`src/rtl/set_bit_enumerator_pkg.sv`:
```
// Shared definitions for the set-bit enumerator and its bitmap-counting siblings:
// FSM encoding plus the index/count width derivation used by the popcount tree.
package set_bit_enumerator_pkg;

    typedef enum logic {
        IDLE = 1'b0,
        EMIT = 1'b1
    } state_t;

    // Width of a bit index into an n-bit vector (never below 1 bit).
    function automatic int idx_width(input int n);
        return (n <= 1) ? 1 : $clog2(n);
    endfunction

    // Width of a count over an n-bit vector; one extra bit so the value n fits.
    function automatic int ord_width(input int n);
        return idx_width(n) + 1;
    endfunction

endpackage

```
`src/rtl/set_bit_enumerator_lsb_index.sv`:
```
// Lowest-set-bit priority encoder: returns the position of the least significant
// set bit of i_vec, or 0 when no bit is set. Purely combinational.
module lsb_index
    import set_bit_enumerator_pkg::*;
#(
    parameter int IN_SIZE  = 16,
    parameter int IDX_SIZE = idx_width(IN_SIZE)
) (
    input  logic [IN_SIZE-1:0]  i_vec,
    output logic [IDX_SIZE-1:0] o_index
);

    logic [IN_SIZE-1:0] w_onehot;

    // Two's-complement trick isolates the lowest set bit as a one-hot word.
    assign w_onehot = i_vec & (~i_vec + IN_SIZE'(1));

    // Each index bit is the OR of the one-hot positions whose index has that bit set.
    genvar gi;
    generate
        for (gi = 0; gi < IDX_SIZE; gi++) begin : g_idx_bit
            logic w_bit;
            always_comb begin
                w_bit = 1'b0;
                for (int i = 0; i < IN_SIZE; i++) begin
                    if (((i >> gi) & 1) == 1) begin
                        w_bit = w_bit | w_onehot[i];
                    end
                end
            end
            assign o_index[gi] = w_bit;
        end
    endgenerate

endmodule

```
`src/rtl/set_bit_enumerator.sv`:
```
// Serialises the set-bit positions of an accepted vector, lowest first, one beat
// per cycle, with a running 1-based ordinal that ends at the vector's popcount.
module set_bit_enumerator
    import set_bit_enumerator_pkg::*;
#(
    parameter int IN_SIZE  = 16,
    parameter int IDX_SIZE = idx_width(IN_SIZE),
    parameter int OUT_SIZE = IDX_SIZE + 1
) (
    input  logic                clk,
    input  logic                rst_n,
    input  logic                in_valid,
    output logic                in_ready,
    input  logic [IN_SIZE-1:0]  A,
    output logic                out_valid,
    input  logic                out_ready,
    output logic [IDX_SIZE-1:0] out_index,
    output logic [OUT_SIZE-1:0] out_ordinal,
    output logic                out_last,
    output logic                out_empty
);

    state_t              r_state;
    state_t              w_state_next;
    logic [IN_SIZE-1:0]  r_residue;
    logic [IN_SIZE-1:0]  w_residue_next;
    logic [OUT_SIZE-1:0] r_ordinal;
    logic [OUT_SIZE-1:0] w_ordinal_next;

    logic [IN_SIZE-1:0]  w_residue_clr;
    logic [IDX_SIZE-1:0] w_lsb;
    logic                w_emit;
    logic                w_last;
    logic                w_empty;
    logic                w_accept;
    logic                w_xfer;

    lsb_index #(
        .IN_SIZE  (IN_SIZE),
        .IDX_SIZE (IDX_SIZE)
    ) u_lsb_index (
        .i_vec   (r_residue),
        .o_index (w_lsb)
    );

    assign w_residue_clr = r_residue & (r_residue - IN_SIZE'(1));
    assign w_emit        = (r_state == EMIT);
    assign w_last        = (w_residue_clr == '0);
    assign w_empty       = (r_residue == '0);

    // The out_ready term lets a new vector load on the final beat without a bubble.
    assign in_ready  = rst_n & (~w_emit | (w_last & out_ready));
    assign out_valid = rst_n & w_emit;

    assign out_index   = w_emit ? w_lsb : '0;
    assign out_ordinal = w_emit ? r_ordinal : '0;
    assign out_last    = w_emit & w_last;
    assign out_empty   = w_emit & w_empty;

    assign w_accept = in_valid & in_ready;
    assign w_xfer   = out_valid & out_ready;

    always_comb begin
        w_state_next   = r_state;
        w_residue_next = r_residue;
        w_ordinal_next = r_ordinal;
        if (w_accept) begin
            w_residue_next = A;
            w_ordinal_next = (A == '0) ? '0 : OUT_SIZE'(1);
            w_state_next   = EMIT;
        end else if (w_xfer) begin
            w_residue_next = w_residue_clr;
            w_ordinal_next = r_ordinal + OUT_SIZE'(1);
            if (w_last) begin
                w_state_next = IDLE;
            end
        end
    end

    always_ff @(posedge clk) begin
        if (!rst_n) begin
            r_state   <= IDLE;
            r_residue <= '0;
            r_ordinal <= '0;
        end else begin
            r_state   <= w_state_next;
            r_residue <= w_residue_next;
            r_ordinal <= w_ordinal_next;
        end
    end

endmodule

```
`config.mk`:
```
export PLATFORM = sky130hd
export DESIGN_NAME = set_bit_enumerator
export DESIGN_NICKNAME = d
export VERILOG_FILES = /design/src/rtl/set_bit_enumerator_pkg.sv /design/src/rtl/set_bit_enumerator_lsb_index.sv /design/src/rtl/set_bit_enumerator.sv
export SDC_FILE = /design/constraint.sdc
export NUM_CORES = 1
export LEC_CHECK = 0
export ABC_AREA = 1
export CAP_MARGIN = 20
export CORE_ASPECT_RATIO = 1.2
export CORE_MARGIN = 10
export CORE_UTILIZATION = 51
export DETAILED_ROUTE_END_ITERATION = 12
export HOLD_SLACK_MARGIN = 0.1
export PLACE_DENSITY = 0.86
export RECOVER_POWER = 50
export SYNTH_ARGS = -nofsm -noshare
export SYNTH_HDL_FRONTEND = slang
export SYNTH_SLANG_ARGS = --single-unit
```
`constraint.sdc`:
```
create_clock -name clk -period 2.35 [get_ports clk]
set_clock_uncertainty 0.1 [all_clocks]
set_input_delay 0.47 -clock clk [delete_from_list [all_inputs] [get_ports clk]]
set_output_delay 0.47 -clock clk [all_outputs]
set_load 0.02 [all_outputs]
```
# --- After elaboration in Yosys (flattened, before gate mapping) ---
# Index checks and enable logic that the tools add are counted.
totals:
  reg_bits: 22
  latchBits: 0
  mem_bits_rw: 0
  rom_bits: 0
  in_bits: 20
  out_inout_bits: 13
  n_memories: 0
classes:
  addsub: 3
  mul: 0
  n_div: 0
  magnitude_cmp: 0
  eq_ne: 0
  shifts: 0
  mux: 10
  bitwise_logic: 40
  n_reduce_logical: 6
ops:
  columns: ["cell", "n"]
  rows:
  - ["$logic_not A16 Y1", 3]
  - ["$and A16 B16 Y16", 2]
  - ["$mux W16", 2]
  - ["$or A1 B1 Y1", 29]
  - ["$add A16 B1 Y16 const B", 1]
  - ["$not A16 Y16", 1]
  - ["$sub A16 B1 Y16 const B", 1]
  - ["$mux W5", 3]
  - ["$and A1 B1 Y1", 7]
  - ["$add A5 B1 Y5 const B", 1]
  - ["$mux W1", 4]
  - ["$mux W4", 1]
  - ["$reduce_bool A2 Y1", 2]
  - ["$reduce_and A2 Y1", 1]
  - ["$not A1 Y1", 1]

# --- Depth between registers and ports, before layout ---
logic_depth:
  depth_word: 11
  depth_mapped: 14
  mapped_depth_nobuf: 13

# --- By module ---
# A second synthesis with hierarchy kept.
unflattened:
  hier_cells: 359
  area_unflattened_um2: 2031.9
modules_own_cells:
  columns: ["module", "n_inst", "cells_each", "area_each_um2", "seq_area_each_um2"]
  rows:
  - ["set_bit_enumerator", 1, 276, 1646.6, 440.4]
  - ["lsb_index", 1, 83, 385.4, 0.0]

# --- Worst setup path before layout ---
# Ideal clock, no wire load.
synth_path:
  kind: "reg-to-output"
  startpoint: "reg r_residue[0]"
  endpoint: "out in_ready"
  arrival_time_ns: 1.567
  slack_ns: 0.213
  path_stages_with_launch: 10
  cell_sequence: "dfxtp_1 -> nor2_8 -> nand2_4 -> nor2_4 -> nand2_1 -> nand2_1 -> nand2_1 -> nor2_1 -> nand4_1 -> a21oi_1"
synth_between:
  elab_chain_len: 6
synth_lines:
  columns: ["item", "line_no", "source"]
  rows:
  - ["start: declaration", "set_bit_enumerator.sv:25", "logic [IN_SIZE-1:0] r_residue;"]
  - ["start signal: assignment", "set_bit_enumerator.sv:87", "r_residue <= w_residue_next;"]
  - ["$sub A16 B1 Y16", "set_bit_enumerator.sv:46", "assign w_residue_clr = r_residue & (r_residue - IN_SIZE'(1));"]
  - ["$and A16 B16 Y16 *", "set_bit_enumerator.sv:46", null]
  - ["$logic_not A16 Y1 *", "set_bit_enumerator.sv:48", "assign w_last = (w_residue_clr == '0);"]
  - ["$and A1 B1 Y1 *", "set_bit_enumerator.sv:52", "assign in_ready = rst_n & (~w_emit | (w_last & out_ready));"]
  - ["$or A1 B1 Y1 *", "set_bit_enumerator.sv:52", null]
  - ["$and A1 B1 Y1 *", "set_bit_enumerator.sv:52", null]
  - ["end: declaration", "set_bit_enumerator.sv:13", "output logic in_ready,"]
# Every way passes the cells marked *; elsewhere a longest branch is shown, timed or not.

# --- Worst setup path in the final report ---
layout_path:
  startpoint: "reg r_residue[6]"
  endpoint: "out in_ready"
# Same word-level chain as after synthesis.

==> metrics.yaml <==
critical_path:
  crit_required_ns: 1.78
  critical_path.max_fanout: 3
  r2r-end: "r_residue[15]"
  startpoint: "r_residue[6]"
  crit_path_end: "in_ready"
  reg2reg_from: "r_residue[6]"
  cp-end-kind: "output port"
  rrSetupSlack_ns: -0.25
  arrival_ns: 2.19
  reg2regPathDepth: 15
  critPathKind: "flip-flop to output port"
  startpoint_type: "flip-flop"
cts:
  numCtsBuffers: 3
  cts_tree: "yes"
  cts-root-buf: "clkbuf_4"
  cts.path.max_buffers: 2
  clk_pin_slew_ns: 0.13
  clock-sinks: 22
  clk_latency_ns: 0.31
  htreeDepth: 1
placement:
  place_area_mm2: 0.00215
  port_buffers: 32
  pre_cts_ws_ns: -0.328
  placed_cells: 350
  post-dp-hpwl_um: 3770
  gp_congestion: 0.956
yosys:
  syn_inst: 256
  synth_area_mm2: 0.00157
  synth_fp_nets: 277
  syn_area_per_cell_um2: 6.12
  synth_edf_count: 0
  synth.distinct_cells: 31
  ys_ff_latch: 22
  yosys-top-cells-count: "77 x nand2_1, 52 x nor2_1, 22 x dfxtp_1, 21 x inv_1, 16 x o21ai_0"
  synth_ff_type: "dfxtp_1"
  ys_seq_area_frac: 0.281
  yosysWarnings: 0
  synth_top_area_frac: 0.281
  synthTopCellsByArea: "dfxtp_1 28%, nand2_1 18%, nor2_1 12%, o21ai_0 5.1%, inv_1 5.0%"
  synth_most_common_cell: "nand2_1"
  async_reset_ff_frac: 0
  yosys.area.top_type: "dfxtp_1"
final_layout:
  final_area_mm2: 0.00254
  drive_above_1_share: 0.375
  nets: 359
  insertedDiodeCount: 0
  areaGrowthSynthToFinish_pct: 62.2
  stdcell_count: 370
  nFillCells: 123
  fin_util: 0.887
grt:
  grt_max_degree: 37
  first_global_vias: 1908
  grt_usage: 0.176
  grt_pass1_wl_um: 8510
  antenna_found_initial: 0
  gr-total-overflow: 0
die:
  pin_count: 33
  die_w_um: 70.6
  die_h_um: 80.7
  core_mm2: 0.00286
  design.die.area_mm2: 0.00570
  row_count: 21
  start_util: 0.547
routing:
  drtIter0Drc: 512
  wl_um: 8130
  wl_per_cell_um: 22.0
  drc: 0
  top_layer_used: "met4"
  dr_wl_met2_um: 3750
  avgViaCountPerCell: 6.63
  vias: 2453
  first_pass_iters: 6
  met1_length_um: 2790
  wl_met3_um: 991
  ant_nets: 0
sta:
  timing.hold.ws_ns: 0.468
  fmax_mhz: 362
  tightest_slew_ns: 0.801
  finalWorstSetupSlack_ns: -0.412
  period_minus_slack_ns: 2.76
  timing.slew.headroom: 0.464
  rsz0062_at_grt: "yes"
  setup_viol: 28
  drv_slew: 0
  tns_ns: -4.28
  final-hold-violation-count: 0
  fin_crit_sh: 1.18
worst_hold_path:
  holdPathStages: 2
  hold_class: "flip-flop to flip-flop"
power_and_ir_drop:
  leakage_nw: 1.22
  p_total_mw: 1.36
  power_per_cell_area_mw_per_mm2: 535
  vdd_ir_drop_max_mv: 0.504
run_status:
  failed_checks: "negative setup slack"
  status: "finished, violations left"
job:
  cap_violations: 0
[flip-flops by register name, summed over array words and instances (netlist names)]
signal	flops
r_ordinal	5
r_residue	16
r_state	1
[power breakdown]
part           switching (mW)  internal [mW]  total [mW]
Clock                   0.122         0.0601       0.182
Combinational           0.424          0.319       0.743
Sequential             0.0357          0.398       0.434
Total                   0.581          0.778        1.36
[per-layer routing]
| layer | GRT usage | up-vias |
|---|---|---|
| met4 | 0.0736 | 0 |
| li1 | - | 1003 |
| met1 | 0.186 | 1075 |
| met2 | 0.333 | 290 |
| met3 | 0.0357 | 85 |
| met5 | 0 | - |
[layout make-up]
class                   instances  area (um2)  area share
multi-input cells             210        1260       0.497
well taps                      34        42.5      0.0167
flip-flops and latches         22         453       0.178
inverters                      22        82.6      0.0325
clock buffers                   3        22.5     0.00886
repair buffers                 79         678       0.267
[worst min-delay path by stage]
stage                             from            to  slack, ns
final                     r_ordinal[4]  r_ordinal[4]       0.47
after global routing      r_ordinal[1]  r_ordinal[1]       0.48
after CTS                 r_ordinal[1]  r_ordinal[1]       0.41
after detailed placement  r_ordinal[1]  r_ordinal[1]       0.40
after global placement    r_ordinal[1]  r_ordinal[1]       0.39
after floorplan           r_ordinal[1]  r_ordinal[1]       0.37
[what timing repair did]
item / 4_1_cts / 5_1_grt
hold buffers: 0 / 0
setup endpoints to repair: 7 / 29
gates cloned: 0 / 6
buffers inserted: 5 / 7
pin swaps: 9 / 16
resized for setup: 54 / 50
[critical path, cell delays in order (launching register included)]
cell	delay, ns
dfxtp_1	0.37
nor2_1	0.25
nand2_1	0.19
nor2_2	0.19
nand2_1	0.09
nand2_1	0.08
nand2_1	0.07
nor2_2	0.12
nand4_1	0.16
a21oi_2	0.21
buf_6	0.14
[cells by family (layout without fill, tap and decap cells)]
group                    after synthesis  after routing  synth area share
flip-flops                            22             22             0.281
buffers and inverters                 30            104            0.0823
AND/OR/NAND/NOR                      169            175             0.497
adder cells (fa/ha/maj)                1              1           0.00799
AO/OA/AOI/OAI                         30             30             0.109
XOR/XNOR                               4              4            0.0224
[layout by cell type (no fill, tap or decap), drive strengths merged]
cell           instances
nor3b                  7
a41oi                  3
a31oi                  1
nand3                 22
o31ai                  1
nor3                   1
nand4                  3
clkbuf                 3
buf                   54
dlymetal6s2s           1
a21oi                  7
xnor2                  1
dfxtp                 22
nand2                 80
nor2                  57
o211ai                 1
o21ai                 17
inv                   22
nor4                   5
xor2                   3
clkdlybuf4s50         24
ha                     1
Power figures use the tool's default switching activity.
